`src/rtl/sprite_pkg.sv`:
```
// sprite_pkg: shared types and sprite artwork for the sprite animator.
//   anim_mode_e   - animation sequencing mode (matches the 2-bit mode input)
//   pix_t         - palette index of one texel
//   SPRITE_FRAMES - NUM_FRAMES bitmaps; SPRITE_FRAMES[f][y][x] is one texel.
// The artwork is generated at elaboration time from a closed-form pattern
// so every frame, row and column holds distinguishable data.
package sprite_pkg;

    localparam int ROM_SPR_W  = 32;
    localparam int ROM_SPR_H  = 32;
    localparam int ROM_FRAMES = 4;
    localparam int ROM_PIX_W  = 3;

    typedef enum logic [1:0] {
        LOOP     = 2'b00,
        PINGPONG = 2'b01,
        ONESHOT  = 2'b10,
        FREEZE   = 2'b11
    } anim_mode_e;

    typedef logic [ROM_PIX_W-1:0] pix_t;

    typedef pix_t   [ROM_SPR_W-1:0]  row_t;
    typedef row_t   [ROM_SPR_H-1:0]  frame_t;
    typedef frame_t [ROM_FRAMES-1:0] rom_t;

    // Pattern mixes the high column/row bits into the low index bits so
    // that a wrong tx/ty bit or a wrong frame select changes the texel.
    function automatic rom_t gen_frames();
        rom_t r;
        for (int f = 0; f < ROM_FRAMES; f++) begin
            for (int y = 0; y < ROM_SPR_H; y++) begin
                for (int x = 0; x < ROM_SPR_W; x++) begin
                    r[f][y][x] = pix_t'(((x ^ (x >> 3)) + 3 * y + (y >> 3) + 5 * f)
                                        % (1 << ROM_PIX_W));
                end
            end
        end
        return r;
    endfunction

    localparam rom_t SPRITE_FRAMES = gen_frames();

endpackage

```
`src/rtl/sprite_rom.sv`:
```
// sprite_rom: combinational texel lookup into the packaged artwork.
//   frame - animation frame number
//   ty    - texel row
//   tx    - texel column (already mirrored by the caller)
//   texel - palette index at {frame, ty, tx}
module sprite_rom
    import sprite_pkg::*;
#(
    parameter int FI_W = 2,
    parameter int TX_W = 5,
    parameter int TY_W = 5
) (
    input  logic [FI_W-1:0] frame,
    input  logic [TY_W-1:0] ty,
    input  logic [TX_W-1:0] tx,
    output pix_t            texel
);

    assign texel = SPRITE_FRAMES[frame][ty][tx];

endmodule

```
`src/rtl/sprite_animator.sv`:
```
// sprite_animator: animated sprite overlay for a raster video pipeline.
//   frame_tick/restart/mode/speed - animation sequencer controls
//   mirror, sprite_x/y            - sprite placement and horizontal flip
//   hpos/vpos                     - current raster coordinate
//   pixel/pixel_hit               - palette index and hit flag, two cycles
//                                   after the matching hpos/vpos
//   frame_idx/done                - sequencer state (done = one-shot finished)
// The sprite dimensions and palette width must match the artwork held in
// sprite_pkg; the defaults are taken from there.
module sprite_animator
    import sprite_pkg::*;
#(
    parameter int SPR_W       = ROM_SPR_W,
    parameter int SPR_H       = ROM_SPR_H,
    parameter int NUM_FRAMES  = ROM_FRAMES,
    parameter int PIX_W       = ROM_PIX_W,
    parameter int COORD_W     = 10,
    parameter int SCALE_LOG2  = 0,
    parameter int HOLD_W      = 4,
    parameter int TRANSPARENT = 0
) (
    input  logic                clk,
    input  logic                rst_n,
    input  logic                frame_tick,
    input  logic                restart,
    input  logic [1:0]          mode,
    input  logic [HOLD_W-1:0]   speed,
    input  logic                mirror,
    input  logic [COORD_W-1:0]  sprite_x,
    input  logic [COORD_W-1:0]  sprite_y,
    input  logic [COORD_W-1:0]  hpos,
    input  logic [COORD_W-1:0]  vpos,
    output logic [PIX_W-1:0]    pixel,
    output logic                pixel_hit,
    output logic [((NUM_FRAMES > 1) ? $clog2(NUM_FRAMES) : 1)-1:0] frame_idx,
    output logic                done
);

    localparam int FI_W = (NUM_FRAMES > 1) ? $clog2(NUM_FRAMES) : 1;
    localparam int TX_W = (SPR_W > 1) ? $clog2(SPR_W) : 1;
    localparam int TY_W = (SPR_H > 1) ? $clog2(SPR_H) : 1;
    localparam logic [FI_W-1:0]  LAST_IDX = FI_W'(NUM_FRAMES - 1);
    localparam logic [PIX_W-1:0] TRANSP   = PIX_W'(TRANSPARENT);

    // ---------------- animation sequencer ----------------
    logic [FI_W-1:0]   idx_q, idx_d;
    logic [HOLD_W-1:0] hold_q, hold_d;
    logic              back_q, back_d;    // 1 = ping-pong moving toward frame 0
    logic              done_q, done_d;
    logic [HOLD_W-1:0] speed_eff;
    logic [HOLD_W:0]   hold_inc;
    logic              advance;

    always_comb begin
        idx_d     = idx_q;
        hold_d    = hold_q;
        back_d    = back_q;
        done_d    = done_q;
        speed_eff = (speed == '0) ? HOLD_W'(1) : speed;
        // One extra bit so a hold left above a newly lowered speed still
        // compares correctly and advances on this tick.
        hold_inc  = {1'b0, hold_q} + (HOLD_W + 1)'(1);
        advance   = hold_inc >= {1'b0, speed_eff};

        if (restart) begin
            idx_d  = '0;
            hold_d = '0;
            back_d = 1'b0;
            done_d = 1'b0;
        end else if (frame_tick) begin
            if (!advance) begin
                hold_d = hold_inc[HOLD_W-1:0];
            end else begin
                hold_d = '0;
                case (anim_mode_e'(mode))
                    LOOP: begin
                        back_d = 1'b0;
                        idx_d  = (idx_q == LAST_IDX) ? '0 : idx_q + FI_W'(1);
                    end
                    PINGPONG: begin
                        if (NUM_FRAMES > 1) begin
                            if (!back_q) begin
                                if (idx_q == LAST_IDX) begin
                                    back_d = 1'b1;
                                    idx_d  = LAST_IDX - FI_W'(1);
                                end else begin
                                    idx_d = idx_q + FI_W'(1);
                                end
                            end else begin
                                if (idx_q == '0) begin
                                    back_d = 1'b0;
                                    idx_d  = FI_W'(1);
                                end else begin
                                    idx_d = idx_q - FI_W'(1);
                                end
                            end
                        end
                    end
                    ONESHOT: begin
                        if (idx_q != LAST_IDX) begin
                            idx_d = idx_q + FI_W'(1);
                        end
                        if (idx_d == LAST_IDX) begin
                            done_d = 1'b1;
                        end
                    end
                    default: ; // FREEZE: frame and direction held
                endcase
            end
        end
    end

    always_ff @(posedge clk or negedge rst_n) begin
        if (!rst_n) begin
            idx_q  <= '0;
            hold_q <= '0;
            back_q <= 1'b0;
            done_q <= 1'b0;
        end else begin
            idx_q  <= idx_d;
            hold_q <= hold_d;
            back_q <= back_d;
            done_q <= done_d;
        end
    end

    assign frame_idx = idx_q;
    assign done      = done_q;

    // ---------------- pixel pipeline ----------------
    logic [COORD_W:0]   rel_x, rel_y;     // sign bit flags "left of / above"
    logic [COORD_W-1:0] tx_full, ty_full;
    logic [TX_W-1:0]    s1_tx_q, s1_tx_d;
    logic [TY_W-1:0]    s1_ty_q, s1_ty_d;
    logic [FI_W-1:0]    s1_frame_q, s1_frame_d;
    logic               s1_in_q, s1_in_d;
    logic [PIX_W-1:0]   pixel_q, pixel_d;
    logic               hit_q, hit_d;
    pix_t               rom_texel;

    always_comb begin
        rel_x   = {1'b0, hpos} - {1'b0, sprite_x};
        rel_y   = {1'b0, vpos} - {1'b0, sprite_y};
        tx_full = rel_x[COORD_W-1:0] >> SCALE_LOG2;
        ty_full = rel_y[COORD_W-1:0] >> SCALE_LOG2;
        s1_in_d = !rel_x[COORD_W] && !rel_y[COORD_W]
                  && (tx_full < COORD_W'(SPR_W)) && (ty_full < COORD_W'(SPR_H));
        s1_tx_d = mirror ? (TX_W'(SPR_W - 1) - tx_full[TX_W-1:0]) : tx_full[TX_W-1:0];
        s1_ty_d = ty_full[TY_W-1:0];
        // Frame captured alongside the coordinates so the fetch in stage 2
        // uses one consistent frame even if a tick lands in between.
        s1_frame_d = idx_q;
        pixel_d = s1_in_q ? PIX_W'(rom_texel) : TRANSP;
        hit_d   = s1_in_q;
    end

    sprite_rom #(
        .FI_W (FI_W),
        .TX_W (TX_W),
        .TY_W (TY_W)
    ) u_rom (
        .frame (s1_frame_q),
        .ty    (s1_ty_q),
        .tx    (s1_tx_q),
        .texel (rom_texel)
    );

    always_ff @(posedge clk or negedge rst_n) begin
        if (!rst_n) begin
            s1_in_q    <= 1'b0;
            s1_tx_q    <= '0;
            s1_ty_q    <= '0;
            s1_frame_q <= '0;
            pixel_q    <= TRANSP;
            hit_q      <= 1'b0;
        end else begin
            s1_in_q    <= s1_in_d;
            s1_tx_q    <= s1_tx_d;
            s1_ty_q    <= s1_ty_d;
            s1_frame_q <= s1_frame_d;
            pixel_q    <= pixel_d;
            hit_q      <= hit_d;
        end
    end

    assign pixel     = pixel_q;
    assign pixel_hit = hit_q;

endmodule

```
`config.mk`:
```
export PLATFORM = sky130hd
export DESIGN_NAME = sprite_animator
export DESIGN_NICKNAME = d
export VERILOG_FILES = /design/src/rtl/sprite_pkg.sv /design/src/rtl/sprite_rom.sv /design/src/rtl/sprite_animator.sv
export SDC_FILE = /design/constraint.sdc
export NUM_CORES = 1
export LEC_CHECK = 0
export ABC_AREA = 1
export BUFFER_PORTS_ARGS = -buffer_cell sky130_fd_sc_hd__clkbuf_2
export CORE_ASPECT_RATIO = 0.75
export CORE_MARGIN = 10
export CORE_UTILIZATION = 38
export DETAILED_ROUTE_END_ITERATION = 12
export GPL_ROUTABILITY_DRIVEN = 0
export HOLD_SLACK_MARGIN = 0.02
export SLEW_MARGIN = 15
export SYNTH_ARGS = -nofsm -noshare
export SYNTH_HDL_FRONTEND = slang
export SYNTH_SLANG_ARGS = --single-unit
```
`constraint.sdc`:
```
create_clock -name clk -period 2.55 [get_ports clk]
set_clock_uncertainty 0.1 [all_clocks]
set_input_delay 0.255 -clock clk [delete_from_list [all_inputs] [get_ports clk]]
set_output_delay 0.255 -clock clk [all_outputs]
set_load 0.02 [all_outputs]
```
Yosys cells after proc, flatten, opt, wreduce, memory -nomap -nowiden

Cells that the tools add are included.

Flip-flop bits (word level): 25
Input bits: 51
Output and inout bits: 7

Add/subtract/negate cells: 6
$lt $le $gt $ge: 6
Eq/ne operators: 5
Multiplexer cells: 37
Reduce and logical (&&, ||, !) cells: 17

Operator list:

| cell                                                                   | count |
|---|---|
| 3072-bit binary-select mux with 2-bit select                           | 1 |
| 3072-bit two-way mux                                                   | 1 |
| 96-bit binary-select mux with 5-bit select                             | 1 |
| 96-bit two-way mux                                                     | 1 |
| 2-bit two-way mux                                                      | 12 |
| 10-bit by 10-bit subtractor with 11-bit output                         | 2 |
| 10-bit by 6-bit < comparator with 1-bit output (second input constant) | 2 |
| 4-bit two-way mux                                                      | 4 |
| 3-bit binary-select mux with 5-bit select                              | 1 |
| 5-bit by 6-bit < comparator with 1-bit output (second input constant)  | 2 |
| 1-bit two-way mux                                                      | 11 |
| 2-bit nonzero test                                                     | 4 |
| 2-bit == test (second input constant)                                  | 3 |
| 3-bit two-way mux                                                      | 2 |
| 2-bit one-hot mux with 3 select lines                                  | 1 |
| 3-bit AND reduction                                                    | 2 |
| 4-bit by 1-bit adder with 5-bit output (second input constant)         | 1 |
| 5-bit by 4-bit greater-or-equal comparator with 1-bit output           | 1 |
| 5-bit two-way mux                                                      | 1 |
| 5-bit subtractor (first input constant)                                | 1 |
| 2-bit zero test                                                        | 2 |
| 4-bit zero test                                                        | 1 |
| 4-bit AND reduction                                                    | 1 |
| 4-bit nonzero test                                                     | 1 |
| other kinds (9)                                                        | 12 |

Depth between registers and ports, before layout

Word-level depth: 12
Depth in mapped cells: 18
Gate-level depth less buffers: 18

Modules after synthesis

Synthesis repeated with hierarchy kept, for this count alone.

Cell total of the unflattened synthesis: 517
Area, all modules: 3323.2 um2

Modules (own cells, without submodules):

| module          | times used | cells each | area each (um2) | sequential area each (um2) |
|---|---|---|---|---|
| sprite_animator | 1          | 337        | 2336.0          | 625.6 |
| sprite_rom      | 1          | 180        | 987.2           | 0.0 |

Worst setup path before layout

OpenSTA, ideal clock, no wires.

Path kind: register -> register
Start point: reg hold_q[0]
End point: reg hold_q[0]
Setup time: 83 ps
Arrival time: 2082 ps
Required time: 2367 ps
Setup slack: 285 ps
Cell stages (with the launch flop): 12
Buffers on the path: 0
Cell sequence: dfrtp_1 > ha_1 > xor2_1 > ha_1 > a21oi_1 > nor2_1 > a2111o_1 > nor2_1 > inv_1 > nor2_1 > inv_1 > o21ai_0

Longest elaborated chain between the ends: 5

RTL lines:

| what                                                         | line                   | RTL |
|---|---|---|
| start, declared                                              | sprite_animator.sv:47  | `logic [HOLD_W-1:0] hold_q, hold_d;` |
| start signal, assigned                                       | sprite_animator.sv:121 | `hold_q <= hold_d;` |
| 4-bit by 1-bit adder with 5-bit output *                     | sprite_animator.sv:62  | `hold_inc = {1'b0, hold_q} + (HOLD_W + 1)'(1);` |
| 5-bit by 4-bit greater-or-equal comparator with 1-bit output | sprite_animator.sv:63  | `advance = hold_inc >= {1'b0, speed_eff};` |
| 4-bit two-way mux *                                          | sprite_animator.sv:71  | `if (!advance) begin` |
| 4-bit two-way mux *                                          | sprite_animator.sv:70  | `end else if (frame_tick) begin` |
| 4-bit two-way mux *                                          | sprite_animator.sv:65  | `if (restart) begin` |

Every way passes the cells marked *; elsewhere a longest branch is shown, timed or not. The select of a mux whose other input is x is not followed.
A chain may end at the register's enable or synchronous reset.

Worst setup path in the final report

Start point: reg hold_q[0]
End point: reg hold_q[3]

The elaborated chain is that of the path after synthesis.

==> results.json <==
{
  "status": "completed",
  "slew_violations": 0,
  "critical_path_arrival_ns": 2.45,
  "dr_total_vias": 2887,
  "vias_per_cell": 4.927,
  "die-area_sq_um": 11760,
  "die_h_um": 96.44,
  "syn-cell-area_sq_um": 2960,
  "ant_nets": 0,
  "diodes": 0,
  "layout_min_cycle_time_ns": 2.369,
  "hold_viol_final": 0,
  "max_freq_mhz": 422.2,
  "synth_cell_types": 36,
  "crit_fanout": 5,
  "hpwlAfterDp_mm": 6.002,
  "route.detailed.drc": 0,
  "die_x_um": 121.9,
  "cts_root_buffer": "clkbuf_8",
  "start_util_pct": 39.65,
  "cpMaxStageDelayCell": "dfrtp_1",
  "worst-path-buf-inv": 2,
  "irDropWorstVdd_mv": 0.2457,
  "antenna_found_initial": 0,
  "pin_count": 58,
  "fin_nets": 575,
  "cp_common_cell": "inv_1",
  "drt_iter0_markers": 162,
  "critical_path_required_ns": 2.63,
  "core_sq_um": 7466,
  "synth_edf_count": 0,
  "htreeDepth": 1,
  "cap_violations": 0,
  "grt_overflow_total": 0,
  "rows": 27,
  "hp-class": "input pin to register",
  "ys_seq_area_share_pct": 21.13,
  "min_period_over_period_pct": 92.89,
  "syn_avg_cell_area_sq_um": 6.869,
  "wl_per_cell_um": 11.86,
  "leakage_nw": 1.873,
  "cts_buffer_depth": 2,
  "setup_viol": 0,
  "cp_top_family": "compound AO/OA/AOI/OAI gates",
  "crit_type": "register to register",
  "cts_buffers": 3,
  "place_ws_ns": 0.06213,
  "worst_path_largest_cell_delay_ns": 0.43,
  "cts_tree": "built",
  "worst_slew_pin_slew_ns": 0.5810,
  "crit_path_end_kind": "register",
  "yosys_warnings": 0,
  "startpoint_type": "register",
  "drive_above_1_share_pct": 19.38,
  "grt_pass1_wl_mm": 12.43,
  "first_pass_iters": 4,
  "synth-seq-cells": 25,
  "clock_latency_ns": 0.26,
  "finalWorstSetupSlack_ns": 0.1814,
  "async_reset_ff_share_pct": 100.0,
  "grt_pass1_vias": 2896,
  "grt_usage_pct": 12.23,
  "syn-instance-count": 431,
  "cts_sinks": 25,
  "fin_total_pwr_mw": 2.318,
  "grt_max_degree": 26,
  "drt-total-wl_mm": 6.948,
  "synth_top_flop_cell": "dfrtp_1",
  "clk_pin_slew_ns": 0.08,
  "syn_to_final_growth_pct": 16.61,
  "syn-num-nets": 520,
  "relSlewSlack_pct": 61.27,
  "port_buffers": 57,
  "power-per-cell-area_nw_per_um2": 671.4,
  "crit_chain": "ha_2 > xor2_1 > ha_1 > a21oi_2 > nor2_1 > a2111o_1 > nor2_4 > inv_1 > nor2_2 > inv_1 > o21ai_0"
}
[through the flow]
step	hold slack, ns	utilization, %	cells	area, sq um	setup TNS (ns)
2_1_floorplan	-0.1406	-	431	2960	0
3_3_place_gp	0.1831	44.51	580	3323	0
3_5_place_dp	0.1867	44.51	580	3323	0
4_1_cts	0.1390	45.25	585	3378	0
5_1_grt	0.1927	46.24	586	3452	-0.05490
6_report	0.1741	46.24	586	3452	0
[where the power goes]
part           internal [mW]  switching (mW)  total, mW
clock                  0.111           0.108      0.219
sequential             0.473           0.144      0.617
combinational          0.581           0.902       1.48
[repair_timing]
action / CTS / global route
hold buffers: 1 / 0
setup endpoints to repair: 0 / 7
resized for setup: 0 / 19
endpoints found under the hold margin: 25 / 0
setup buffers: 0 / 1
[synthesized netlist by cell type, types with 2 or more instances]
cell,instances,share of area [%]
a21o_1,2,0.51
nand4_1,2,0.42
xor2_1,16,4.7
nand2_2,8,1.7
xnor2_1,13,3.8
fa_1,2,1.4
ha_1,36,15
o21ai_0,15,2.5
o21ai_1,3,0.51
a21oi_1,25,4.2
clkbuf_1,2,0.25
nor2_1,23,2.9
buf_2,6,1.0
nand3_1,87,15
nor3_1,6,1.0
o2111ai_1,2,0.59
clkinv_1,2,0.25
inv_1,64,8.1
o211ai_1,4,1.0
nand2_1,71,9.0
dfrtp_1,25,21
nand3_2,2,0.68
o22ai_1,2,0.42
[flip-flops by register name, summed over array words and instances (netlist names)]
name        count
back_q          1
done            1
frame_idx       2
hit_d           1
hold_q          4
pixel           3
pixel_hit       1
s1_frame_q      2
s1_tx_q         5
s1_ty_q         5
[kinds of logic (layout without fill, tap and decap cells)]
kind of cell	count (synthesis)	after routing	share of synthesized area (%)
and+or+nand+nor	202	202	31.28
buffers and inverters	77	131	10.61
AOI/OAI and AO/OA	60	60	11.83
adders and majority gates	38	38	16.57
xor gates and xnor gates	29	29	8.580
DFF	25	25	21.13
[cells in the final DEF, fill, tap and decap left out, types with 2 or more instances in the layout]
master / count
nand2_2: 9
inv_1: 61
o21ai_0: 15
o22ai_1: 2
a21oi_2: 2
inv_2: 3
a21oi_1: 24
nand3_1: 79
nand2_1: 70
xnor2_1: 13
clkbuf_8: 3
o2111ai_1: 2
clkbuf_2: 57
nor2_2: 2
fa_1: 2
o211ai_1: 4
ha_1: 35
nand3_2: 10
xor2_1: 16
dfrtp_1: 25
nor2_1: 20
o21ai_1: 3
nand4_1: 2
clkinv_1: 2
a21o_1: 2
nor3_1: 5
[area by class of cell]
| type | instances | area [sq um] |
|---|---|---|
| Timing Repair Buffer | 59 | 302.8 |
| Inverter | 68 | 265.3 |
| Multi-Input combinational cell | 329 | 2087 |
| Tap cell | 101 | 126.4 |
| Sequential cell | 25 | 625.6 |
| Clock buffer | 4 | 45.04 |
| Fill cell | 751 | 4014 |
[worst paths after layout]
check | cells after the start | slack, ns | start | end
min in group asynchronous | 2 | 0.43 | rst_n | back_q
max in group asynchronous | 2 | 1.53 | rst_n | s1_tx_q[4]
worst max register to register | 11 | 0.18 | hold_q[0] | hold_q[3]
worst min-delay path | 2 | 0.17 | restart | done
worst max-delay path | 11 | 0.18 | hold_q[0] | hold_q[3]
worst min register to register | 0 | 0.35 | hit_d | pixel_hit
[routing by layer]
layer | wire [um] | vias to the layer above | global-route usage, %
met3 | 376 | 2 | 2.491
met2 | 3023 | 53 | 19.95
met1 | 3507 | 1288 | 16.25
met4 | 40 | 0 | 3.069
li1 | - | 1544 | -
met5 | 0 | - | 0
(Power assumes the default switching activity.)
